==> src/rtl/vga_sync_decoder.sv <==
// vga_sync_decoder: receive-side VGA timing monitor.
// Samples active-low hsync/vsync on the pixel clock, rebuilds the raster
// position, validates line/frame lengths and declares lock after a run of
// clean frames. Pixel coordinates are valid only while locked.
// Optional build macro: VGA_DEC_ERRCNT_EN adds a saturating err_count output.
module vga_sync_decoder #(
  parameter int H_SYNC      = 96,
  parameter int H_BP        = 48,
  parameter int H_ACT       = 640,
  parameter int H_TOTAL     = 800,
  parameter int V_SYNC      = 2,
  parameter int V_BP        = 33,
  parameter int V_ACT       = 480,
  parameter int V_TOTAL     = 525,
  parameter int LOCK_FRAMES = 2
) (
  input  logic       clk,
  input  logic       RSTN,
  input  logic       hsync,
  input  logic       vsync,
  output logic [9:0] pixel_x,
  output logic [9:0] pixel_y,
  output logic       video_on,
  output logic       locked,
  output logic       frame_start,
  output logic       err_line,
  output logic       err_frame,
  output logic [7:0] frame_cnt
`ifdef VGA_DEC_ERRCNT_EN
  ,
  output logic [7:0] err_count
`endif
);

  localparam logic [9:0] H_LAST   = 10'(H_TOTAL - 1);
  localparam logic [9:0] V_LAST   = 10'(V_TOTAL - 1);
  localparam logic [9:0] H_OFF    = 10'(H_SYNC + H_BP);
  localparam logic [9:0] V_OFF    = 10'(V_SYNC + V_BP);
  localparam logic [9:0] H_ACT_W  = 10'(H_ACT);
  localparam logic [9:0] V_ACT_W  = 10'(V_ACT);
  localparam logic [9:0] CNT_MAX  = 10'd1023;
  localparam logic [9:0] CNT_PRE  = 10'd1022;
  localparam logic [7:0] LOCK_N   = 8'(LOCK_FRAMES);

  typedef enum logic [1:0] {
    UNLOCKED = 2'd0,
    ACQUIRE  = 2'd1,
    LOCKED   = 2'd2
  } state_t;

  // Sync input pipeline (idle level is high)
  logic hs_q, hs_qq;
  logic vs_q, vs_qq;
  logic hfall, vfall;

  // Raster counters and length checking
  logic [9:0] h_cnt_q, h_cnt_d;
  logic [9:0] v_cnt_q, v_cnt_d;
  logic       h_armed_q, h_armed_d;
  logic       v_armed_q, v_armed_d;
  logic       err_line_q, err_line_d;
  logic       err_frame_q, err_frame_d;
  logic       frame_start_q, frame_start_d;
  logic       ev_err;

  // Lock FSM
  state_t     state_q, state_d;
  logic [7:0] good_q, good_d;
  logic       locked_q, locked_d;
  logic [7:0] frame_cnt_q, frame_cnt_d;

  // Active-region outputs
  logic [9:0] hx, vy;
  logic       video_on_q, video_on_d;
  logic [9:0] pixel_x_q, pixel_x_d;
  logic [9:0] pixel_y_q, pixel_y_d;

  assign hfall  = hs_qq & ~hs_q;
  assign vfall  = vs_qq & ~vs_q;
  // The FSM and arming logic react to the registered error pulses so that
  // locked drops one clock after the visible error pulse.
  assign ev_err = err_line_q | err_frame_q;

  // Two-stage sync sampling; reset parks both stages at the idle level
  always_ff @(posedge clk) begin
    if (!RSTN) begin
      hs_q  <= 1'b1;
      hs_qq <= 1'b1;
      vs_q  <= 1'b1;
      vs_qq <= 1'b1;
    end else begin
      hs_q  <= hsync;
      hs_qq <= hs_q;
      vs_q  <= vsync;
      vs_qq <= vs_q;
    end
  end

  // Horizontal/vertical counters, length checks and timeouts
  always_comb begin
    h_cnt_d       = h_cnt_q;
    h_armed_d     = h_armed_q;
    err_line_d    = 1'b0;
    v_cnt_d       = v_cnt_q;
    v_armed_d     = v_armed_q;
    err_frame_d   = 1'b0;
    frame_start_d = vfall;

    // A line is only judged once a previous hfall gave a reference point.
    if (hfall) begin
      h_cnt_d   = 10'd0;
      h_armed_d = 1'b1;
      if (h_armed_q && (h_cnt_q != H_LAST)) begin
        err_line_d = 1'b1;
      end
    end else if (h_cnt_q == CNT_PRE) begin
      h_cnt_d    = CNT_MAX;
      err_line_d = 1'b1;
    end else if (h_cnt_q != CNT_MAX) begin
      h_cnt_d = h_cnt_q + 10'd1;
    end

    // vfall wins over a coincident hfall: the new frame starts at row 0.
    if (vfall) begin
      v_cnt_d   = 10'd0;
      v_armed_d = 1'b1;
      if (v_armed_q && (v_cnt_q != V_LAST)) begin
        err_frame_d = 1'b1;
      end
    end else if (hfall) begin
      if (v_cnt_q == CNT_PRE) begin
        v_cnt_d     = CNT_MAX;
        err_frame_d = 1'b1;
      end else if (v_cnt_q != CNT_MAX) begin
        v_cnt_d = v_cnt_q + 10'd1;
      end
    end

    // Losing lock discards the reference edges, so the next edge of each
    // kind is treated as a fresh starting point rather than checked.
    if (ev_err) begin
      h_armed_d = 1'b0;
      v_armed_d = 1'b0;
    end
  end

  // Counter and event-pulse registers
  always_ff @(posedge clk) begin
    if (!RSTN) begin
      h_cnt_q       <= 10'd0;
      v_cnt_q       <= 10'd0;
      h_armed_q     <= 1'b0;
      v_armed_q     <= 1'b0;
      err_line_q    <= 1'b0;
      err_frame_q   <= 1'b0;
      frame_start_q <= 1'b0;
    end else begin
      h_cnt_q       <= h_cnt_d;
      v_cnt_q       <= v_cnt_d;
      h_armed_q     <= h_armed_d;
      v_armed_q     <= v_armed_d;
      err_line_q    <= err_line_d;
      err_frame_q   <= err_frame_d;
      frame_start_q <= frame_start_d;
    end
  end

  // Lock FSM next-state: errors always take priority over a coincident vfall
  always_comb begin
    state_d     = state_q;
    good_d      = good_q;
    frame_cnt_d = frame_cnt_q;
    case (state_q)
      UNLOCKED: begin
        if (frame_start_q && !ev_err) begin
          state_d = ACQUIRE;
          good_d  = 8'd0;
        end
      end
      ACQUIRE: begin
        if (ev_err) begin
          state_d = UNLOCKED;
          good_d  = 8'd0;
        end else if (frame_start_q) begin
          good_d = good_q + 8'd1;
          if ((good_q + 8'd1) >= LOCK_N) begin
            state_d = LOCKED;
          end
        end
      end
      LOCKED: begin
        if (ev_err) begin
          state_d = UNLOCKED;
          good_d  = 8'd0;
        end else if (frame_start_q) begin
          frame_cnt_d = frame_cnt_q + 8'd1;
        end
      end
      default: begin
        state_d = UNLOCKED;
        good_d  = 8'd0;
      end
    endcase
    locked_d = (state_d == LOCKED);
  end

  // Lock FSM state and its registered outputs
  always_ff @(posedge clk) begin
    if (!RSTN) begin
      state_q     <= UNLOCKED;
      good_q      <= 8'd0;
      locked_q    <= 1'b0;
      frame_cnt_q <= 8'd0;
    end else begin
      state_q     <= state_d;
      good_q      <= good_d;
      locked_q    <= locked_d;
      frame_cnt_q <= frame_cnt_d;
    end
  end

  // Active-region decode; negative offsets wrap large and fail the compare
  always_comb begin
    hx         = h_cnt_q - H_OFF;
    vy         = v_cnt_q - V_OFF;
    video_on_d = locked_q && (hx < H_ACT_W) && (vy < V_ACT_W);
    pixel_x_d  = video_on_d ? hx : 10'd0;
    pixel_y_d  = video_on_d ? vy : 10'd0;
  end

  // Registered pixel position, aligned with video_on
  always_ff @(posedge clk) begin
    if (!RSTN) begin
      video_on_q <= 1'b0;
      pixel_x_q  <= 10'd0;
      pixel_y_q  <= 10'd0;
    end else begin
      video_on_q <= video_on_d;
      pixel_x_q  <= pixel_x_d;
      pixel_y_q  <= pixel_y_d;
    end
  end

`ifdef VGA_DEC_ERRCNT_EN
  logic [7:0] err_count_q, err_count_d;

  // Saturating error tally; simultaneous line and frame errors count once
  always_comb begin
    err_count_d = err_count_q;
    if (ev_err && (err_count_q != 8'hFF)) begin
      err_count_d = err_count_q + 8'd1;
    end
  end

  // Error tally register, cleared only by reset
  always_ff @(posedge clk) begin
    if (!RSTN) begin
      err_count_q <= 8'd0;
    end else begin
      err_count_q <= err_count_d;
    end
  end

  assign err_count = err_count_q;
`endif

  assign pixel_x     = pixel_x_q;
  assign pixel_y     = pixel_y_q;
  assign video_on    = video_on_q;
  assign locked      = locked_q;
  assign frame_start = frame_start_q;
  assign err_line    = err_line_q;
  assign err_frame   = err_frame_q;
  assign frame_cnt   = frame_cnt_q;

endmodule

==> config.mk <==
export PLATFORM = sky130hd
export DESIGN_NAME = vga_sync_decoder
export DESIGN_NICKNAME = d
export VERILOG_FILES = /design/src/rtl/vga_sync_decoder.sv
export SDC_FILE = /design/constraint.sdc
export NUM_CORES = 1
export LEC_CHECK = 0
export CAP_MARGIN = 20
export CELL_PAD_IN_SITES_DETAIL_PLACEMENT = 2
export CELL_PAD_IN_SITES_GLOBAL_PLACEMENT = 2
export CORE_MARGIN = 2
export CORE_UTILIZATION = 38
export DETAILED_ROUTE_END_ITERATION = 10
export PLACE_DENSITY = 0.86
export RECOVER_POWER = 100
export SYNTH_ARGS = -nofsm -noshare
export SYNTH_HDL_FRONTEND = slang
export SYNTH_SLANG_ARGS = --single-unit
==> constraint.sdc <==
create_clock -name clk -period 5.4 [get_ports clk]
set_input_delay 1.08 -clock clk [delete_from_list [all_inputs] [get_ports clk]]
set_output_delay 1.08 -clock clk [all_outputs]
set_load 0.005 [all_outputs]
# After elaboration in Yosys (flattened, before gate mapping)
# Index checks and enable logic that the tools add are counted.
dict set report classes {
  n_mux 22
  n_bitwise 7
  order_cmp 3
  n_eq_ne 12
  addsub 6
  n_reduce_logical 16
}
# operator count
set ops {}
lappend ops {{$mux W10} 4}
lappend ops {{$ne A10 B10 Y1 const B} 4}
lappend ops {{$mux W8} 4}
lappend ops {{$pmux W8 S3} 1}
lappend ops {{$add A10 B1 Y10 const B} 2}
lappend ops {{$eq A10 B10 Y1 const B} 2}
lappend ops {{$add A8 B1 Y8 const B} 2}
lappend ops {{$lt A10 B10 Y1 const B} 1}
lappend ops {{$lt A10 B9 Y1 const B} 1}
lappend ops {{$mux W2} 5}
lappend ops {{$sub A10 B6 Y10 const B} 1}
lappend ops {{$sub A10 B8 Y10 const B} 1}
lappend ops {{$ge A8 B2 Y1 const B} 1}
lappend ops {{$mux W1} 7}
lappend ops {{$pmux W2 S3} 1}
lappend ops {{$reduce_and A3 Y1} 2}
lappend ops {{$reduce_or A2 Y1} 3}
lappend ops {{$logic_and A1 B1 Y1} 5}
lappend ops {{$eq A2 B2 Y1 const B} 2}
lappend ops {{$ne A2 B2 Y1 const B} 2}
lappend ops {{$not A1 Y1} 4}
lappend ops {{$reduce_and A2 Y1} 2}
lappend ops {{$reduce_bool A2 Y1} 2}
lappend ops {{$ne A3 B3 Y1 const B} 1}
lappend ops {{5 further kinds} 6}
dict set report totals {
  reg_bits 69
  in_bits 4
  output_inout_bits 33
}

# Depth between registers and ports, before layout
dict set report logic_depth {
  word_depth 7
  depth_mapped 7
}

# Worst setup path before layout
# OpenSTA, ideal clock, no wires.
dict set report synth_timing {
  path_kind {input -> register}
  from {input port RSTN}
  to {register pixel_x_q[1] (netlist: pixel_x[1])}
  arrival_time_ns 2.152
  required_time_ns 5.313
  path_buffers 2
  path_stages 5
  slack_ns 3.161
  path_cell_list {clkbuf_1 nand2_1 or4_1 buf_2 nor4b_2}
}
dict set report synth_via {
  elab_chain_cells 1
}
# element line
set synth_lines {}
lappend synth_lines {{start: declaration} 18} ;# input logic RSTN,
lappend synth_lines {{$reduce_and A2 Y1 (no source line)} --}
lappend synth_lines {{end signal: assignment} 239} ;# pixel_x_q <= pixel_x_d;
lappend synth_lines {{end: declaration} 75} ;# logic [9:0] pixel_x_q, pixel_x_d;
# Every way passes these cells.
# A chain may end at the register's enable or synchronous reset.

# Worst setup path after layout
dict set report layout_timing {
  from {input port RSTN}
  to {register pixel_x_q[6] (netlist: pixel_x[6])}
}
# Same word-level chain as after synthesis.

==> metrics.md <==
| Metric | Value |
|---|---|
| P_leak | `about 1.5 nW` |
| Htree depth | `3` |
| Initial DRT Pass Iterations | `4` |
| Io pins | `37` |
| Predominant post-synthesis flop cell | `dfxtp_1` |
| Placed instance area | `3910 sq um` |
| Routed Antenna Nets | `0` |
| Initial antenna violation count | `0` |
| Crit path max-delay family | `buffers and inverters` |
| Via count | `~3,000` |
| Largest net degree at the start of global routing | `21` |
| Post-synthesis cell area | `about 3500 sq um` |
| Wire per inst | `between 20 and 25 um` |
| Status | `finished, final reports clean` |
| TritonCTS buffer count | `9` |
| Synth warn | `0` |
| Worst-margin pin slew | `between 1 and 1.5 ns` |
| CTS tree | `yes` |
| First-pass GRT wire length | `17,800 um` |
| Number of synthesized flops with an enable pin | `0` |
| Total gr overflow | `0` |
| Stages on the worst setup path | `5` |
| Hold Crit Class | `reg2reg` |
| Cell Pwr Density | `258 nW/um^2` |
| Synthesized Nets | `392` |
| Layout cells sized above 1 | `8.03%` |
| FP Rows | `35` |
| Sum Neg Setup Slack | `0 ns` |
| WP buf/inv | `2` |
| Synth unique cells | `between 60 and 70` |
| Tmin final | `3.37 ns` |
| Slowest cell on crit path | `dlygate4sd3_1` |
| Final slew viol count | `0` |
| Fin area | `4050 sq um` |
| DRC viols | `0` |
| Initial Utilization | `between 30% and 40%` |
| Synth top area cells | `dfxtp_1 (39%), nor4_2 (5.0%), ha_1 (3.9%)` |
| Yosys top cell by area | `dfxtp_1` |
| CP max stage delay | `slightly above 0.9 ns` |
| Number of global-route vias before repair | `3,313` |
| Area Growth Syn to Fin | `14.8%` |
| Core Box Area | `9110 sq um` |
| RSZ-0062 raised after global routing | `false` |
| Crit share post-route | `62.4%` |
| Final HPWL DP | `approximately 7100 um` |
| CTS max path bufs | `2` |
| Die X | `100 um` |
| Via/cell ratio | `5.83` |
| Most frequent cells after synthesis | `dfxtp_1 (69), nor2_1 (30), a21oi_1 (20)` |
| CTS clk-pin slew, worst paths | `roughly 0.08 ns` |
| Slew Limit Headroom | `33.1%` |
| Crit path DAT | `around 3.6 ns` |
| Initial DRC count | `97` |
| Hold path depth | `1` |
| Clk sink count | `69` |
| DIE HEIGHT | `approximately 100 um` |
| Synthesized flop and latch total | `69` |
| Reg2Reg Depth | `7` |
| WL final | `10,900 um` |
| Worst clock skew | `about 0.012 ns` |
| Clk_lat worst skew | `0.35 ns` |
| Die ar. | `10,100 sq um` |
| Clock Tree Root | `clkbuf_8` |
| Mean cell area of the mapped netlist | `9.36 sq um` |
| Max cap viols | `0` |
| Cell count after synthesis | `377` |
| CP endpoint kind | `flip-flop` |
| Hold Buf Count CTS | `0` |
| Resized cells post-CTS | `0` |
| Most frequent cell after synthesis | `dfxtp_1` |
| Worst EP required | `about 5.6 ns` |
| Global placement routability congestion | `0.800` |
| # setup viols final | `0` |
| Max VDD drop | `103 uV` |
| Fmax achieved | `roughly 300 MHz` |
| Critical path class | `in2reg` |
| Crit path launch type | `primary input` |
| Final Hold Viols | `0` |
| Worst-path fanout max | `18` |
| Port Buffer Count | `36` |
| Worst-path cell chain | `dlygate4sd3_1 -> nand2_1 -> or4_1 -> clkbuf_1 -> nor4_1` |
| Final Power | `between 1 and 1.5 mW` |
| Sequential fraction of the synthesis area | `39.2%` |
| Post-CTS setup buffers | `0` |
| Diode count | `0` |
| Final #Nets | `approximately 420` |
| Tot GR Track Use | `22.7%` |
| Yosys top cell area share | `39.2%` |
| Final Util | `44.5%` |
| Ys async rst share | `0%` |
cell families after synthesis:
kind of cell,count (synthesis),synth area share [%]
AND/OR/NAND/NOR,158,28.7
AO/OA/AOI/OAI,80,16.6
flip-flops,69,39.2
buffers and inverters,36,5.43
XOR/XNOR,19,5.25
adder cells (fa/ha/maj),11,3.90
multiplexers,3,0.851
other,1,0.106
through the flow:
| stage | hold slack [ns] | instances | setup slack [ns] |
|---|---|---|---|
| after floorplan | 0.412 | 377 | 3.16 |
| after global placement | 0.421 | 505 | 2.10 |
| after detailed placement | 0.432 | 505 | 2.01 |
| after CTS | 0.456 | 521 | 2.22 |
| after global routing | 0.480 | 522 | 1.91 |
| final | 0.453 | 522 | 2.03 |
where the power goes:
| group | switching (mW) | internal, mW |
|---|---|---|
| Clock | 0.214 | 0.272 |
| Combinational | 0.0238 | 0.0141 |
| Sequential | 0.00812 | 0.515 |
| Total | 0.246 | 0.801 |
sequential cells by signal, summed over array words and instances (netlist names):
signal       cells
frame_cnt        8
hs_q             1
h_cnt_q         10
vs_q             1
state_q          2
h_armed_q        1
v_armed_q        1
err_frame        1
video_on         1
pixel_x         10
good_q           8
locked           1
vs_qq            1
err_line         1
frame_start      1
pixel_y         10
v_cnt_q         10
hs_qq            1
area by class of cell:
type / instances / area (sq um)
clock buffer: 10 / 138
clock inverter: 6 / 86.3
fill: 1011 / 5060
inverter: 16 / 60.1
multi-input combinational: 272 / 1870
sequential: 69 / 1380
tap: 111 / 139
timing repair buffer: 38 / 372
cells in the final DEF (no fill, tap or decap), types with 3 or more instances in the layout:
cell type	instances
dfxtp_1	69
dlygate4sd3_1	34
nor2_1	30
nor4_1	20
a21oi_1	20
nand2_1	17
inv_1	16
o21ai_0	14
nor3_1	14
xnor2_1	12
nand3_1	11
ha_1	11
nand4_1	10
clkbuf_8	10
nand2b_1	9
nor2b_1	8
and2_1	6
a31oi_1	6
or3_1	5
xor2_1	5
o2111ai_1	5
or4_1	4
a211oi_1	4
mux2i_1	3
and4_1	3
nor4_2	3
o31ai_1	3
a32o_1	3
nor4b_1	3
worst paths after layout:
path,startpoint,endpoint,slack (ns)
setup / recovery,RSTN,pixel_x[6],2.03
hold / removal,vs_q,vs_qq,0.45
setup reg to reg,h_cnt_q[4],pixel_x[6],2.43
hold reg to reg,vs_q,vs_qq,0.45
metal layers:
layer  part of all wire, %  routed length [um]  GRT usage (%)  up-vias
li1                      -                   -              -     1455
met1                    44                4780           27.7     1525
met2                    51                5600           40.1       50
met3                   2.8                 305           3.48       15
met4                   2.0                 218           8.75        0
met5                     0                   0              0        -
No activity file was read; power rests on OpenSTA's default activity.
